--- src/rtl/divisor_mem_pkg.sv ---
// Shared constants for the divisor memory and the divisor-search controller:
// default widths, INIT/RUN state encoding and the default divisor table.
package divisor_mem_pkg;
    localparam int D_WIDTH_DEF = 8;
    localparam int A_WIDTH_DEF = 8;

    localparam logic [0:0] ST_INIT = 1'b0;
    localparam logic [0:0] ST_RUN  = 1'b1;

    localparam int DIV0_DEF = 2;
    localparam int DIV1_DEF = 3;
    localparam int DIV2_DEF = 5;
    localparam int DIV3_DEF = 7;
    localparam int FILL_DEF = 1;
    // The controller walks this many table entries.
    localparam int NUM_DIVS = 4;
endpackage

--- src/rtl/divisor_mem_array.sv ---
// Plain 2**A_WIDTH x D_WIDTH storage: one synchronous write port and one
// registered read port. Only the read register is reset; contents are not.
module divisor_mem_array #(
    parameter int D_WIDTH = 8,
    parameter int A_WIDTH = 8
) (
    input  logic               Clk,
    input  logic               Rst_n,
    input  logic               we,
    input  logic [A_WIDTH-1:0] waddr,
    input  logic [D_WIDTH-1:0] wdata,
    input  logic               re,
    input  logic [A_WIDTH-1:0] raddr,
    output logic [D_WIDTH-1:0] rdata
);
    logic [D_WIDTH-1:0] mem [2**A_WIDTH];

    always_ff @(posedge Clk) begin
        if (we) mem[waddr] <= wdata;
    end

    always_ff @(posedge Clk or negedge Rst_n) begin
        if (!Rst_n)  rdata <= '0;
        else if (re) rdata <= mem[raddr];
    end
endmodule

--- src/rtl/divisor_mem.sv ---
// Divisor table memory: self-fills with the default table after reset, then
// serves controller reads and host writes, refusing (and flagging) zero writes.
module divisor_mem
    import divisor_mem_pkg::*;
#(
    parameter int D_WIDTH = D_WIDTH_DEF,
    parameter int A_WIDTH = A_WIDTH_DEF,
    parameter int DIV0    = DIV0_DEF,
    parameter int DIV1    = DIV1_DEF,
    parameter int DIV2    = DIV2_DEF,
    parameter int DIV3    = DIV3_DEF,
    parameter int FILL    = FILL_DEF
) (
    input  logic               Clk,
    input  logic               Rst_n,
    input  logic [A_WIDTH-1:0] Addr,
    input  logic               Rw,
    input  logic               En,
    input  logic [D_WIDTH-1:0] WrData,
    output logic [D_WIDTH-1:0] Data,
    output logic               Ready,
    output logic               WrErr
);
    logic [0:0]         state;
    logic [A_WIDTH-1:0] ptr;
    logic               we, re;
    logic [A_WIDTH-1:0] waddr;
    logic [D_WIDTH-1:0] wdata, init_word;

    always_comb begin
        init_word = D_WIDTH'(FILL);
        if      (ptr == A_WIDTH'(0)) init_word = D_WIDTH'(DIV0);
        else if (ptr == A_WIDTH'(1)) init_word = D_WIDTH'(DIV1);
        else if (ptr == A_WIDTH'(2)) init_word = D_WIDTH'(DIV2);
        else if (ptr == A_WIDTH'(3)) init_word = D_WIDTH'(DIV3);
    end

    // The sequencer owns the write port during INIT; host accesses are dropped.
    always_comb begin
        we    = 1'b0;
        re    = 1'b0;
        waddr = Addr;
        wdata = WrData;
        if (state == ST_INIT) begin
            we    = 1'b1;
            waddr = ptr;
            wdata = init_word;
        end else if (En) begin
            if (Rw) we = |WrData;
            else    re = 1'b1;
        end
    end

    always_ff @(posedge Clk or negedge Rst_n) begin
        if (!Rst_n) begin
            state <= ST_INIT;
            ptr   <= '0;
            WrErr <= 1'b0;
        end else if (state == ST_INIT) begin
            ptr <= ptr + A_WIDTH'(1);
            if (&ptr) state <= ST_RUN;
        end else if (En && Rw && (WrData == '0)) begin
            WrErr <= 1'b1;
        end
    end

    assign Ready = (state == ST_RUN);

    divisor_mem_array #(
        .D_WIDTH(D_WIDTH),
        .A_WIDTH(A_WIDTH)
    ) u_array (
        .Clk  (Clk),
        .Rst_n(Rst_n),
        .we   (we),
        .waddr(waddr),
        .wdata(wdata),
        .re   (re),
        .raddr(Addr),
        .rdata(Data)
    );
endmodule

--- config.mk ---
export PLATFORM = sky130hd
export DESIGN_NAME = divisor_mem
export DESIGN_NICKNAME = d
export VERILOG_FILES = /design/src/rtl/divisor_mem_pkg.sv /design/src/rtl/divisor_mem_array.sv /design/src/rtl/divisor_mem.sv
export SDC_FILE = /design/constraint.sdc
export NUM_CORES = 2
export LEC_CHECK = 0
export ABC_CLOCK_PERIOD_IN_PS = 17150
export CORE_UTILIZATION = 32
export DETAILED_ROUTE_END_ITERATION = 6
export GPL_TIMING_DRIVEN = 0
export PLACE_DENSITY = 0.53
export SLEW_MARGIN = 25
export SYNTH_ARGS = -nofsm -noshare
export SYNTH_HDL_FRONTEND = slang
export SYNTH_HIERARCHICAL = 1
export SYNTH_SLANG_ARGS = --single-unit
--- constraint.sdc ---
create_clock -name Clk -period 17.15 [get_ports Clk]
set_clock_uncertainty 0.05 [all_clocks]
set_input_delay 3.43 -clock Clk [delete_from_list [all_inputs] [get_ports Clk]]
set_output_delay 3.43 -clock Clk [all_outputs]
set_load 0.01 [all_outputs]
# Word-level counts from Yosys, hierarchy flattened
# Memories as Yosys holds them, arrays and structs flattened. A register that Yosys moved wholly into a read port is not among the register bits.
# Index checks and enable logic that the tools add are counted.
[word_totals]
register_bits = 10
latchBits = 0
ramBits = 2048
rom_bits = 0
inputBits = 20
word_cells = 32
memories = 1
[classes]
n_addsub = 1
n_mul = 0
div = 0
magnitude_cmp = 0
n_eq_ne = 3
n_shift = 0
muxes = 16
n_bitwise = 0
n_reduce_logical = 8
[mem_list]
columns = ["memory", "words", "word_bits", "rd", "rd_ports_with_merged_regs", "wr", "line_no", "rtl"]
rows = [
  ["u_array.mem", 256, 8, 1, 1, 1, "divisor_mem_array.sv:16", "logic [D_WIDTH-1:0] mem [2**A_WIDTH];"],
]
[op_table]
columns = ["op", "n"]
rows = [
  ["8-bit 2-to-1 mux", 3],
  ["8-bit by 2-bit == test with 1-bit output, second input constant", 2],
  ["8-bit logical NOT", 2],
  ["1-bit 2-to-1 mux", 10],
  ["3-bit 2-to-1 mux", 3],
  ["8-bit by 1-bit adder with 8-bit output, second input constant", 1],
  ["8-bit by 1-bit == test with 1-bit output, second input constant", 1],
  ["8-bit AND reduction", 1],
  ["8-bit OR reduction", 1],
  ["1-bit logical AND", 2],
  ["2-bit AND reduction", 1],
  ["1-bit logical NOT", 1],
]

# Depth between registers and ports, before layout
[depth]
word_depth = 6
mapped_depth = 13
mapped_depth_nobuf = 8

# Cells and area by module
# Netlist, hierarchy kept.
[modules_own_cells]
columns = ["module", "n_inst", "cells_per_inst", "area_per_inst_um2", "seq_area_each_um2"]
rows = [
  ["divisor_mem_array", 1, 3816, 79961.7, 61699.2],
  ["divisor_mem", 1, 73, 706.9, 250.2],
]

# Worst setup path before layout
# No wires, ideal clock.
[synth_path]
kind = "reg2reg"
from = "register ptr[1]"
to = "memory u_array.mem[0][2], data pin"
arrival_ns = 11.236
path_slack_ns = 3.628
stages_incl_launch_ff = 6
cell_sequence = "dfrtp_1 > inv_1 > ha_1 > nor2_1 > o21ai_0 > o31ai_1"
[synth_between]
elab_chain_cells = 6
word_cells_on_any_way = 9
classes_between = "eq/ne (3); mux (5); reduce/logical (1)"
[synth_lines]
columns = ["item", "line_no", "rtl"]
rows = [
  ["start: declaration", "divisor_mem.sv:25", "logic [A_WIDTH-1:0] ptr;"],
  ["start signal: assignment", "divisor_mem.sv:60", "ptr <= ptr + A_WIDTH'(1);"],
  ["8-bit by 2-bit == test with 1-bit output", "divisor_mem.sv:35", "else if (ptr == A_WIDTH'(3)) init_word = D_WIDTH'(DIV3);"],
  ["3-bit 2-to-1 mux", "divisor_mem.sv:35", ""],
  ["3-bit 2-to-1 mux", "divisor_mem.sv:34", "else if (ptr == A_WIDTH'(2)) init_word = D_WIDTH'(DIV2);"],
  ["3-bit 2-to-1 mux", "divisor_mem.sv:33", "else if (ptr == A_WIDTH'(1)) init_word = D_WIDTH'(DIV1);"],
  ["8-bit 2-to-1 mux (*)", "divisor_mem.sv:32", "if (ptr == A_WIDTH'(0)) init_word = D_WIDTH'(DIV0);"],
  ["8-bit 2-to-1 mux (*)", "divisor_mem.sv:44", "if (state == ST_INIT) begin"],
  ["net wdata[2]", "divisor_mem.sv:28", "logic [D_WIDTH-1:0] wdata, init_word;"],
  ["end: declaration", "divisor_mem_array.sv:16", ""],
]
# Mark *: on every way through the listed nets, which the timed path passes. The rest lies on a longest branch.

==> results.json <==
{
  "cts_setup_buffers": 0,
  "multi_input_area_sq_um": 17300,
  "cp_slowest_stage_delay_ns": 0.80,
  "path_cells": "clkdlybuf4s50_1 > buf_4 > buf_2 > buf_2 > buf_2 > buf_2 > mux2i_1 > nor2_1 > nor4_1 > nand2_1 > nand4_1 > nand3_1",
  "die_height_um": 504,
  "synth.largest_area_cell": "edfxtp_1",
  "ys_ff_latch": 2066,
  "final_nets": 4246,
  "gp_congestion": 1.03,
  "synth_common_cells": "edfxtp_1 (2048), mux4_2 (443), nor2_1 (303)",
  "drtIter0Drc": 8772,
  "clkSinkCount": 2066,
  "ys_types": 73,
  "die-area_sq_um": 254000,
  "endpoint_kind": "flop",
  "crit_buf_inv": 6,
  "dp_cells": 7336,
  "routedWlPerCell_um": 42.9,
  "grt_first_pass_wirelength_um": 427000,
  "dpl.hpwl_um": 224000,
  "yosys_warnings": 6,
  "rsz0062_at_grt": "false",
  "slew_headroom_pct": 15.0,
  "tightest_slew_ns": 1.27,
  "cts-htree-levels": 4,
  "final_cells": 7736,
  "drc_errors": 0,
  "cpLargestDelayFamily": "buffers and inverters",
  "crit_top_cell": "buf_2",
  "cts_made_buffers": 212,
  "crit_arrival_ns": 9.29,
  "row_count": 183,
  "fp.dieW_um": 504,
  "synth_edf_count": 2048,
  "synthArstFlopShare_pct": 0.871,
  "irDropWorstVdd_uv": 86.0,
  "hp-start": "WrErr",
  "core_sq_um": 250000,
  "drtAntennaViolNets": 0,
  "yosys.cell_count.top_type": "edfxtp_1",
  "cts_tree": "built",
  "vias": 46600,
  "holdWs_ns": 0.430,
  "finalSetupViolations": 0,
  "avgSynthCellArea_sq_um": 20.7,
  "fmax_mhz": 116,
  "slew_viol_final": 0,
  "synth_area_leaders": "edfxtp_1 (76%), mux4_2 (12%), mux2i_1 (2.1%)",
  "hold_buffers": 0,
  "place_ws_ns": 8.02,
  "synth_top_area_share_pct": 76.2,
  "maxCapViolCount": 0,
  "reg2reg_from": "Ready",
  "worstSetupPathType": "primary input to flop",
  "power.leakage_uw": 0.0259,
  "cts_buffer_depth": 3,
  "routed_via_density": 6.02,
  "path_clk_slew_ns": 0.06,
  "regArea_sq_um": 61900,
  "cp-startpoint": "Addr[1]",
  "grt_usage_pct": 25.6,
  "crit_path_start_kind": "primary input",
  "start_util_pct": 32.3,
  "cts_root_buffer": "clkbuf_16",
  "ys_seq_area_share_pct": 76.8,
  "drt-pass1-iter-count": 6,
  "cts_resized": 0,
  "grt_pass1_vias": 43600,
  "synth_fp_nets": 3913,
  "hold_viol": 0,
  "postSynthCellCount": 3889,
  "fill_cells": 22800,
  "synth_flop_cell": "edfxtp_1",
  "required_ns": 17.85,
  "grt_overflow": 0,
  "power.total_uw": 10400,
  "portBuffers": 29,
  "min_period_over_period_pct": 50.1,
  "io_pins": 30,
  "hold_path.class": "flop to flop",
  "cp_max_fo": 10,
  "post-route-min-period_ns": 8.59,
  "setup_tns_ns": 0,
  "synthesis.area_sq_um": 80700,
  "p_per_area_nw_per_um2": 111,
  "grt_antenna_before_repair": 19,
  "layout_setup_ws_ns": 8.56,
  "grt_max_degree": 77,
  "synthToLayoutAreaGrowth_pct": 16.3,
  "status": "finished clean",
  "layout-drive-gt1-share_pct": 24.3,
  "wl_um": 332000,
  "clk_latency_ns": 0.86,
  "cp_slowest_cell": "clkdlybuf4s50_1"
}
power breakdown:
part	switching [uW]	total, uW	internal [uW]
clock network	1990	4500	2500
registers	0	5460	5460
logic	352	461	108
final timing paths:
kind	endpoint	slack, ns	depth (start not counted)
max in group asynchronous	ptr[1]	14.11	1
worst max register to register	u_array/mem[70][4]	11.76	10
min in group asynchronous	u_array/rdata[2]	2.53	1
worst min-delay path	WrErr	0.43	1
worst max-delay path	u_array/rdata[6]	8.56	12
worst min register to register	WrErr	0.43	1
cell type report:
| type | count | share of cell area, % |
|---|---|---|
| Sequential cell | 2066 | 66.0 |
| Multi-Input combinational cell | 1575 | 18.4 |
| Clock buffer | 272 | 5.94 |
| Tap cell | 3330 | 4.44 |
| Timing Repair Buffer | 119 | 2.24 |
| Buffer | 238 | 1.70 |
| Clock inverter | 118 | 1.13 |
| Inverter | 10 | 0.0400 |
| Antenna cell | 8 | 0.0213 |
cell usage in the layout, fill, tap and decap left out, drive strengths merged, types with 12 or more instances in the layout:
cell type	count
a22o	13
mux2i	172
nor2	303
clkbuf	364
and2	18
mux2	21
o21ai	29
edfxtp	2048
inv	17
a21oi	36
a211oi	24
mux4	445
nor2b	14
o221ai	33
clkdlybuf4s50	28
a22oi	54
a221oi	16
o22ai	76
a31oi	12
bufinv	14
clkinv	94
nor3	41
dfrtp	18
nand3	52
nand4	24
buf	237
a2111oi	13
nand2	85
through the flow:
step | utilization [%] | instance area (sq um)
detailed placement | 34.9 | 87100
CTS | 37.6 | 93800
finish | 37.6 | 93800
global placement | 34.1 | 85100
global route | 37.6 | 93800
floorplan | - | 80700
state kept, by name (all words and copies together), names as in the netlist:
signal and flops:
u_array/rdata 8, u_array/mem 2048, WrErr 1, ptr 8, Ready 1
cells by family after synthesis:
family                     Yosys count  share of synthesized area (%)
DFF                               2066                           76.8
muxes                              638                           14.9
and+or+nand+nor                    576                           3.17
AOI/OAI and AO/OA                  350                           3.09
buffers and inverters              248                           1.95
xor gates and xnor gates             7                         0.0760
adders and majority gates            4                         0.0620
metal layers:
layer,vias to the layer above,global-route usage [%],share of wire [%]
li1,16900,-,-
met1,25100,32.9,36
met2,3684,37.1,43
met3,836,8.07,13
met4,12,16.9,7.8
met5,-,0,0.023
(Power assumes the default switching activity.)
